<file path="src/rtl/seq_divider_pkg.sv">
// Shared types and constants for the sequential restoring divider.
package seq_divider_pkg;

    typedef enum logic [1:0] {
        IDLE,
        RUN,
        DONE
    } state_t;

    localparam int N_DEFAULT = 8;

    // Wide all-ones source; the top slices the 2N-bit divide-by-zero quotient from it.
    localparam logic [63:0] DIV0_ONES = '1;

    // Step counter width for a 2N-step division.
    function automatic int count_width(input int n);
        return $clog2(2 * n + 1);
    endfunction

endpackage

</file>
<file path="src/rtl/div_step.sv">
// One restoring division iteration: shift in a dividend bit, trial-subtract the divisor.
module div_step
    import seq_divider_pkg::*;
#(
    parameter int N = N_DEFAULT
) (
    input  logic [N-1:0] rem,
    input  logic         msb,
    input  logic [N-1:0] y,
    output logic [N-1:0] rem_next,
    output logic         qbit
);

    logic [N:0] trial;

    // A successful subtraction leaves a result below y, so the low N bits suffice.
    always_comb begin
        trial    = {rem, msb};
        qbit     = (trial >= {1'b0, y});
        rem_next = qbit ? (trial[N-1:0] - y) : trial[N-1:0];
    end

endmodule

</file>
<file path="src/rtl/seq_divider.sv">
// Iterative restoring divider, 2N-bit dividend by N-bit divisor, one quotient bit per clock.
// Optional SEQ_DIVIDER_EXACT_EN drives the exact flag; otherwise exact is tied low.
module seq_divider
    import seq_divider_pkg::*;
#(
    parameter int N = N_DEFAULT
) (
    input  logic           clk,
    input  logic           rst_n,
    input  logic           start,
    input  logic [2*N-1:0] Z,
    input  logic [N-1:0]   Y,
    output logic           busy,
    output logic           done,
    output logic [2*N-1:0] Q,
    output logic [N-1:0]   R,
    output logic           div0,
    output logic           ovf,
    output logic           exact
);

    localparam int            CW   = count_width(N);
    localparam logic [CW-1:0] LAST = CW'(2 * N - 1);

    state_t         state;
    state_t         state_next;
    logic [CW-1:0]  cnt;
    logic [2*N-1:0] dvd;
    logic [N-1:0]   rem;
    logic [N-1:0]   ysh;
    logic [N-1:0]   rem_next;
    logic           qbit;
    logic [2*N-1:0] q_final;
    logic           accept;
    logic           zero_div;
    logic           last_step;
    logic           ovf_next;

    assign accept    = start && (state != RUN);
    assign zero_div  = accept && (Y == '0);
    assign last_step = (state == RUN) && (cnt == LAST);
    assign q_final   = {dvd[2*N-2:0], qbit};
    assign ovf_next  = |q_final[2*N-1:N];

    div_step #(.N(N)) u_step (
        .rem      (rem),
        .msb      (dvd[2*N-1]),
        .y        (ysh),
        .rem_next (rem_next),
        .qbit     (qbit)
    );

    always_ff @(posedge clk or negedge rst_n) begin
        if (!rst_n) state <= IDLE;
        else        state <= state_next;
    end

    always_comb begin
        state_next = state;
        busy       = 1'b0;
        done       = 1'b0;
        case (state)
            IDLE, DONE: begin
                done = (state == DONE);
                if (start) state_next = (Y == '0) ? DONE : RUN;
                else       state_next = IDLE;
            end
            RUN: begin
                busy = 1'b1;
                if (cnt == LAST) state_next = DONE;
            end
            default: state_next = IDLE;
        endcase
    end

    always_ff @(posedge clk or negedge rst_n) begin
        if (!rst_n)            cnt <= '0;
        else if (state == RUN) cnt <= cnt + 1'b1;
        else                   cnt <= '0;
    end

    // Working registers carry no reset; an accepted start always reloads them.
    always_ff @(posedge clk) begin
        if (state != RUN) begin
            if (start) begin
                dvd <= Z;
                ysh <= Y;
                rem <= '0;
            end
        end else begin
            dvd <= q_final;
            rem <= rem_next;
        end
    end

    always_ff @(posedge clk or negedge rst_n) begin
        if (!rst_n) begin
            Q    <= '0;
            R    <= '0;
            div0 <= 1'b0;
            ovf  <= 1'b0;
        end else if (zero_div) begin
            Q    <= DIV0_ONES[2*N-1:0];
            R    <= '0;
            div0 <= 1'b1;
            ovf  <= 1'b0;
        end else if (last_step) begin
            Q    <= q_final;
            R    <= rem_next;
            div0 <= 1'b0;
            ovf  <= ovf_next;
        end
    end

`ifdef SEQ_DIVIDER_EXACT_EN
    always_ff @(posedge clk or negedge rst_n) begin
        if (!rst_n)         exact <= 1'b0;
        else if (zero_div)  exact <= 1'b0;
        else if (last_step) exact <= (rem_next == '0) && !ovf_next;
    end
`else
    assign exact = 1'b0;
`endif

endmodule

</file>
<file path="config.mk">
export PLATFORM = sky130hd
export DESIGN_NAME = seq_divider
export DESIGN_NICKNAME = d
export VERILOG_FILES = /design/src/rtl/seq_divider_pkg.sv /design/src/rtl/div_step.sv /design/src/rtl/seq_divider.sv
export SDC_FILE = /design/constraint.sdc
export NUM_CORES = 1
export LEC_CHECK = 0
export CAP_MARGIN = 20
export CORE_ASPECT_RATIO = 1.2
export CORE_UTILIZATION = 23
export DETAILED_ROUTE_END_ITERATION = 16
export GPL_TIMING_DRIVEN = 0
export HOLD_SLACK_MARGIN = 0.02
export SYNTH_ARGS = -nofsm -noshare
export SYNTH_HDL_FRONTEND = slang
export SYNTH_SLANG_ARGS = --single-unit
</file>
<file path="constraint.sdc">
create_clock -name clk -period 2.73 [get_ports clk]
set_input_delay 0.273 -clock clk [delete_from_list [all_inputs] [get_ports clk]]
set_output_delay 0.273 -clock clk [all_outputs]
set_load 0.02 [all_outputs]
</file>
Yosys cells after proc, flatten, opt, wreduce, memory -nomap -nowiden
Cells that the tools add are included.
{"block": "totals", "register_bits": 65, "inputBits": 27, "output_inout_bits": 29, "wordCells": 47}
{"block": "classes", "addsub": 2, "magnitude_cmp": 1, "n_eq_ne": 6, "mux": 20, "reduce_logical": 9}
{"cell": "2-to-1 mux 16 bit", "n": 4}
{"cell": "2-to-1 mux 8 bit", "n": 5}
{"cell": ">= comparator 9 x 8 -> 1 bit", "n": 1}
{"cell": "zero test 8 bit", "n": 1}
{"cell": "OR reduction 8 bit", "n": 1}
{"cell": "subtractor 8 bit", "n": 1}
{"cell": "2-to-1 mux 1 bit", "n": 6}
{"cell": "2-to-1 mux 2 bit", "n": 3}
{"cell": "adder 5 x 1 -> 5 bit (second input constant)", "n": 1}
{"cell": "== test 5 x 4 -> 1 bit (second input constant)", "n": 1}
{"cell": "2-to-1 mux 5 bit", "n": 1}
{"cell": "!= test 2 bit (second input constant)", "n": 2}
{"cell": "one-hot mux 2 bit (2 select lines)", "n": 1}
{"cell": "logical AND 1 bit", "n": 3}
{"cell": "== test 2 x 1 -> 1 bit (second input constant)", "n": 1}
{"cell": "== test 2 bit (second input constant)", "n": 1}
{"cell": "zero test 2 bit", "n": 1}
{"cell": "!= test 2 x 1 -> 1 bit (second input constant)", "n": 1}
{"cell": "AND reduction 2 bit", "n": 1}
{"cell": "nonzero test 2 bit", "n": 1}
{"cell": "OR reduction 2 bit", "n": 1}

Logic depth before layout (Yosys ltp)
Gate-level depths: netlist of run 1.
{"block": "depth", "ltp_word": 4, "depth_mapped": 9, "ltp_nobuf": 8}

Cells and area by module
A second synthesis of run 1 with hierarchy kept.
{"block": "hier_totals", "hier_cells": 307, "area_unflattened_um2": 3255.6}
{"module": "seq_divider", "n_inst": 1, "cells_each": 241, "area_per_inst_um2": 2716.4, "seq_area_each_um2": 1786.7}
{"module": "div_step", "n_inst": 1, "cells_each": 66, "area_per_inst_um2": 539.3, "seq_area_each_um2": 0.0}

Worst setup path before layout of run 1
Ideal clock, no wire load.
{"block": "synth_path", "path_kind": "register to register", "start": "register ysh[0]", "end": "register rem[6], data pin", "setup_time_ns": 0.140, "arrival_time_ns": 1.800, "t_required_ns": 2.590, "path_slack_ns": 0.791, "path_stages_with_launch": 8, "path_buffers": 0, "period_less_slack_ns": 1.939, "path_cell_list": "edfxtp_1 ha_1 fa_1 nand2b_1 a2111o_1 o311ai_0 mux2i_1 nor2_1"}
{"block": "synth_via", "elab_chain_len": 3, "elab_cells_between_ends": 4, "cone_classes": "add/sub (1); order compare (1); mux (2)"}
{"item": "start, declared", "line": "seq_divider.sv:30", "text": "logic [N-1:0] ysh;"}
{"item": "start signal, assigned", "line": "seq_divider.sv:87", "text": "ysh <= Y;"}
{"item": "subtractor 8 bit / >= comparator 9 x 8 -> 1 bit (equally long branches)", "line": "div_step.sv:20, div_step.sv:19"}
{"item": "2-to-1 mux 8 bit *", "line": "div_step.sv:20", "text": "rem_next = qbit ? (trial[N-1:0] - y) : trial[N-1:0];"}
{"item": "2-to-1 mux 8 bit *", "line": "seq_divider.sv:84", "text": "if (state != RUN) begin"}
{"item": "end signal, assigned", "line": "seq_divider.sv:92", "text": "rem <= rem_next;"}
{"item": "end, declared", "line": "seq_divider.sv:29", "text": "logic [N-1:0] rem;"}
Mark *: on every way between the ends. The rest lies on a longest branch, timed or not.
A chain may end at the register's enable or synchronous reset.

Worst setup path after layout of run 1
{"block": "layout_path", "start": "register state[1]", "end": "output port busy"}
{"block": "layout_via", "elab_chain_len": 2}
{"item": "start, declared", "line": "seq_divider.sv:25", "text": "state_t state;"}
{"item": "start signal, assigned", "line": "seq_divider.sv:55", "text": "else state <= state_next;"}
{"item": "== test 2 x 1 -> 1 bit", "line": "seq_divider.sv:62", "text": "case (state)"}
{"item": "2-to-1 mux 1 bit", "line": "seq_divider.sv:62"}
{"item": "end, declared", "line": "seq_divider.sv:13", "text": "output logic busy,"}
Every way passes these cells.

==> flow_metrics.tcl, run 1 <==
set metrics [dict create \
    yosysMostFrequentCell "nand2_1" \
    cts_resized 0 \
    syn_inst 273 \
    route.detailed.drc 0 \
    grt_use_total_pct 11.2 \
    rsz0062_at_grt "no" \
    drive_gt1_share_pct 8.16 \
    r2r-start "rem[4]" \
    drv_cap 0 \
    hpwl_um 5490 \
    required_ns 2.46 \
    yosysTopAreaCell "edfxtp_1" \
    routedWlPerCell_um 14.2 \
    setup_viol 0 \
    grt_pass1_vias 2358 \
    synth_nets 311 \
    worstSetupStartpointType "register" \
    critPathKind "register to output pin" \
    via_per_inst 4.45 \
    dp_slack_ns 0.442 \
    numPortBuffers 54 \
    yosysWarnings 0 \
    hold_buffers 0 \
    initial_core_util_pct 23.8 \
    drtIter0Drc 157 \
    finalHoldViolations 0 \
    drtAntennaViolNets 0 \
    ys_types 45 \
    wl_um 7220 \
    io_pins 56 \
    slew_viol_final 0 \
    die_x_um 107 \
    grt-ovfl-total 0 \
    row_count 45 \
    cp_data_arrival_time_ns 2.13 \
    root_buffer "clkbuf_16" \
    synth_edf_count 32 \
    grt_pass1_wl_um 11800 \
    cp_max_fo 10 \
    clock_latency_ns 0.32 \
    synthDominantCellAreaShare_pct 31.4 \
    cts_made_buffers 9 \
    cts_sinks 65 \
    ir_drop_mv 0.518 \
    grt_max_degree 34 \
    ff2ff_setup_slack_ns 0.48 \
    syn-mean-instance-area_um2 11.2 \
    cp-end-kind "output pin" \
    max_clock_freq_mhz 417 \
    path_clk_slew_ns 0.05 \
    globalplace.congestion 0.752 \
    dieHeight_um 128 \
    synth_ff_type "dfrtp_1" \
    vias 2255 \
    hold_path_class "input port to async pin" \
    post-cts-setup-buffer-count 0 \
    max-clock-path-buffers 2 \
    die-area_um2 13800 \
    fin_crit_ns 2.40 \
    antenna_found_initial 0 \
    fin_setup_tns_ns 0 \
    dr.pass1.iters 4 \
    synthTopCellsByArea "edfxtp_1, dfrtp_1, nand2_1" \
    relSlewSlack_pct 51.3 \
    power_density_nw_per_um2 1250 \
    h-tree-depth 3 \
    min_period_over_period_pct 87.9 \
    nNetsFinal 377 \
    ys_ff_latch 65 \
    ys_seq_area_share_pct 58.4 \
    critPathLaunch "state[1]" \
    clock_skew_ns 0.00746 \
    areaGrowthSynthToFinish_pct 33.2 \
    hold_ws_ns 0.0116 \
    async_reset_ff_share_pct 50.8 \
    synth_common_cells "nand2_1, dfrtp_1, edfxtp_1" \
    n_fill_cell 1317 \
    syn_area_um2 3060 \
    status "completed" \
    fin_ws_ns 0.330 \
    leakage_nw 1.72 \
    worst_pin_slew_ns 0.731 \
    core-area_um2 12800 \
    cts_tree "done" \
    n_antenna_cell 0 \
]
-- sequential cells by signal, summed over array words and instances (netlist names) --
| register | cells |
|---|---|
| div0 | 1 |
| R | 8 |
| ovf | 1 |
| Q | 16 |
| rem | 8 |
| dvd | 16 |
| ysh | 8 |
| state | 2 |
| cnt | 5 |
-- path summary, 6_finish.rpt --
path	to	cells after the start
max reg2reg	rem[4]	7
max	busy	4
min reg2reg	cnt[0]	1
max in group asynchronous	R[2]	1
min in group clk	cnt[0]	1
min	Q[3]	1
-- cells by family (layout without fill, tap and decap cells) --
logic type      count (synthesis)  in the layout  synth area share [%]
xor+xnor                        6              6                  1.72
flops                          65             65                  58.4
buf+inv                        27             97                  4.09
compound gates                 51             51                  12.9
simple gates                  105            105                  15.6
other cells                     1              1                 0.123
mux                             7              7                  2.37
fa+ha+maj                      11             11                  4.75
-- cells in the final DEF, fill, tap and decap left out, types with 2 or more instances in the layout --
cell type,n
a21o_1,2
o21a_1,2
a211o_1,2
inv_1,14
edfxtp_1,32
nand2_1,61
nor4_2,2
xnor2_1,3
nor2b_1,3
o22a_1,16
o21ai_0,3
nor2_1,16
ha_1,10
clkdlybuf4s50_1,53
nor4_1,2
a21oi_1,7
clkbuf_1,10
dfrtp_1,33
clkbuf_16,9
buf_2,5
nand3_1,5
o21ai_1,8
mux2_2,2
mux2i_1,5
xor2_1,3
and2_1,3
nand2b_1,8
buf_6,2
-- metal layers --
metal / part of all wire, % / track usage (%) / vias to the layer above
met3: 4.4 / 2.75 / 7
met1: 44 / 14.0 / 1106
met4: 1.0 / 3.38 / 0
met5: 0 / 0 / -
met2: 51 / 19.1 / 51
li1: - / - / 1091
-- area by class of cell --
type                       instances  area [um^2]  share of cell area [%]
timing repair buffer              55          551                    13.5
inverter                          14         52.6                    1.29
sequential                        65         1790                    43.9
multi-input combinational        181         1150                    28.1
buffer                            13         72.6                    1.78
tap                              164          205                    5.04
clock inverter                     1         5.00                   0.123
clock buffer                      14          254                    6.24
-- report_power, final --
group / internal (mW) / leakage (nW) / switching [mW] / total, mW
Combinational: 1.01 / 0.865 / 1.23 / 2.24
Sequential: 1.58 / 0.730 / 0.277 / 1.86
Clock: 0.632 / 0.127 / 0.367 / 0.999
Total: 3.22 / 1.72 / 1.87 / 5.09
-- metrics by stage --
step / instance area (um^2) / util (%) / instances / power (mW)
finish: 4070 / 31.7 / 507 / 5.09
global route: 4070 / 31.7 / 507 / 5.47
CTS: 4070 / 31.7 / 507 / 5.14
detailed placement: 3810 / 29.7 / 492 / 4.12
global placement: 3800 / 29.6 / 491 / 4.06
floorplan: 3060 / - / 273 / 3.26
-- critical path, cell delays in order (launching register included) --
cell             delay (ns)
dfrtp_1                0.37
nand2b_1               0.21
inv_1                  0.14
clkbuf_1               0.39
clkdlybuf4s50_1        0.70
Note: power is estimated with default switching activity, not from simulation.
==> run 2: changes to the inputs <==
--- a/config.mk
+++ b/config.mk
@@ -7,7 +7,8 @@
 export LEC_CHECK = 0
 export CAP_MARGIN = 20
 export CORE_ASPECT_RATIO = 1.2
-export CORE_UTILIZATION = 23
+export CORE_UTILIZATION = 35
+export CTS_CLUSTER_DIAMETER = 60
 export DETAILED_ROUTE_END_ITERATION = 16
 export GPL_TIMING_DRIVEN = 0
 export HOLD_SLACK_MARGIN = 0.02
==> flow_metrics.tcl, run 2 (synthesis results as in run 1) <==
set metrics [dict create \
    row_count 37 \
    cts_sinks 65 \
    final_cell_mix "nand2_1, clkdlybuf4s50_1, dfrtp_1" \
    antenna_found_initial 0 \
    n_antenna_cell 0 \
    wl_um 6780 \
    rsz0062_at_grt "no" \
    die-area_um2 9120 \
    fin_crit_ns 2.38 \
    cp-end-kind "output pin" \
    required_ns 2.46 \
    hold_path_class "input port to async pin" \
    n_fill_cell 836 \
    root_buffer "clkbuf_8" \
    layout_commonest_cell "nand2_1" \
    fin_util_pct 46.8 \
    critPathKind "register to output pin" \
    numPortBuffers 54 \
    max-clock-path-buffers 2 \
    drtAntennaViolNets 0 \
    clock_skew_ns 0.00792 \
    die_x_um 87.3 \
    max_clock_freq_mhz 421 \
    min_period_over_period_pct 87.0 \
    globalplace.congestion 0.830 \
    worstSetupStartpointType "register" \
    setup_viol 0 \
    core-area_um2 8520 \
    cpPeakStageDelay_ns 0.69 \
    grt_pass1_wl_um 11300 \
    slew_viol_final 0 \
    nNetsFinal 377 \
    initial_core_util_pct 35.9 \
    path_clk_slew_ns 0.08 \
    areaGrowthSynthToFinish_pct 30.2 \
    reg.largest.list "Q x16, dvd x16" \
    cts_tree "done" \
    vias 2187 \
    dr.pass1.iters 4 \
    hpwl_um 4920 \
    ir_drop_mv 0.512 \
    hold_buffers 0 \
    grt_pass1_vias 2303 \
    worst_pin_slew_ns 0.768 \
    grt_use_total_pct 16.5 \
    routedWlPerCell_um 14.7 \
    grt-ovfl-total 0 \
    h-tree-depth 3 \
    crit_path_top_delay_cell "clkdlybuf4s50_1" \
    cts_made_buffers 9 \
    status "completed" \
    drtIter0Drc 68 \
    fin_setup_tns_ns 0 \
    drive_gt1_share_pct 9.59 \
    drv_cap 0 \
    finalHoldViolations 0 \
    cts_resized 0 \
    leakage_nw 1.71 \
    crit_chain "nand2b_1, inv_1, clkbuf_1, clkdlybuf4s50_1" \
    finalPower_mw 4.97 \
    via_per_inst 4.74 \
    clock_latency_ns 0.33 \
    io_pins 56 \
    post-cts-setup-buffer-count 0 \
    grt_max_degree 34 \
    fin_ws_ns 0.354 \
    relSlewSlack_pct 48.8 \
    cp_max_fo 10 \
    dp_slack_ns 0.479 \
    cp_data_arrival_time_ns 2.10 \
    route.detailed.drc 0 \
    power_density_nw_per_um2 1250 \
    dieHeight_um 104 \
]
-- run 2: stage by stage --
step	hold WS [ns]	std cells	area [um^2]
2_1_floorplan	-0.0226	273	3060
3_3_place_gp	0.445	444	3740
3_5_place_dp	0.396	445	3750
4_1_cts	0.0287	461	3980
5_1_grt	0.0665	461	3980
6_report	0.00806	461	3980
-- run 2: final cells by class --
class | count | area [um^2] | area share (%)
well taps | 117 | 146 | 3.68
clock buffers | 10 | 138 | 3.46
clock inverters | 6 | 90.1 | 2.26
repair buffers | 55 | 551 | 13.8
flip-flops and latches | 65 | 1790 | 44.9
plain buffers | 13 | 72.6 | 1.82
inverters | 14 | 52.6 | 1.32
multi-input cells | 181 | 1150 | 28.8
-- run 2: critical path, delay by kind of cell, from the launching register on --
kind,cells,cell delay (ns)
DFF,1,0.37
buffers and inverters,3,1.21
and+or+nand+nor,1,0.19
-- run 2: where the power goes --
part	switching [mW]	total [mW]	internal, mW
registers	0.271	1.85	1.57
logic	1.19	2.20	1.01
clock network	0.390	0.932	0.542
total	1.85	4.97	3.12
-- run 2: path summary, 6_finish.rpt --
path / start / to / slack (ns) / cells past startpoint
worst max register to register: rem[4] / rem[4] / 0.48 / 7
max in group asynchronous: rst_n / cnt[2] / 2.23 / 1
worst min register to register: cnt[0] / cnt[0] / 0.46 / 1
worst min-delay path: rst_n / Q[11] / 0.008 / 1
worst max-delay path: state[1] / busy / 0.35 / 4
min in group clk: cnt[0] / cnt[0] / 0.46 / 1
-- run 2: metal layers --
layer / GRT usage [%] / routed length, um / vias up
met5: 0 / 0 / -
met4: 7.14 / 100 / 0
met3: 3.17 / 262 / 9
met2: 26.7 / 3290 / 52
li1: - / - / 1087
met1: 21.2 / 3130 / 1039
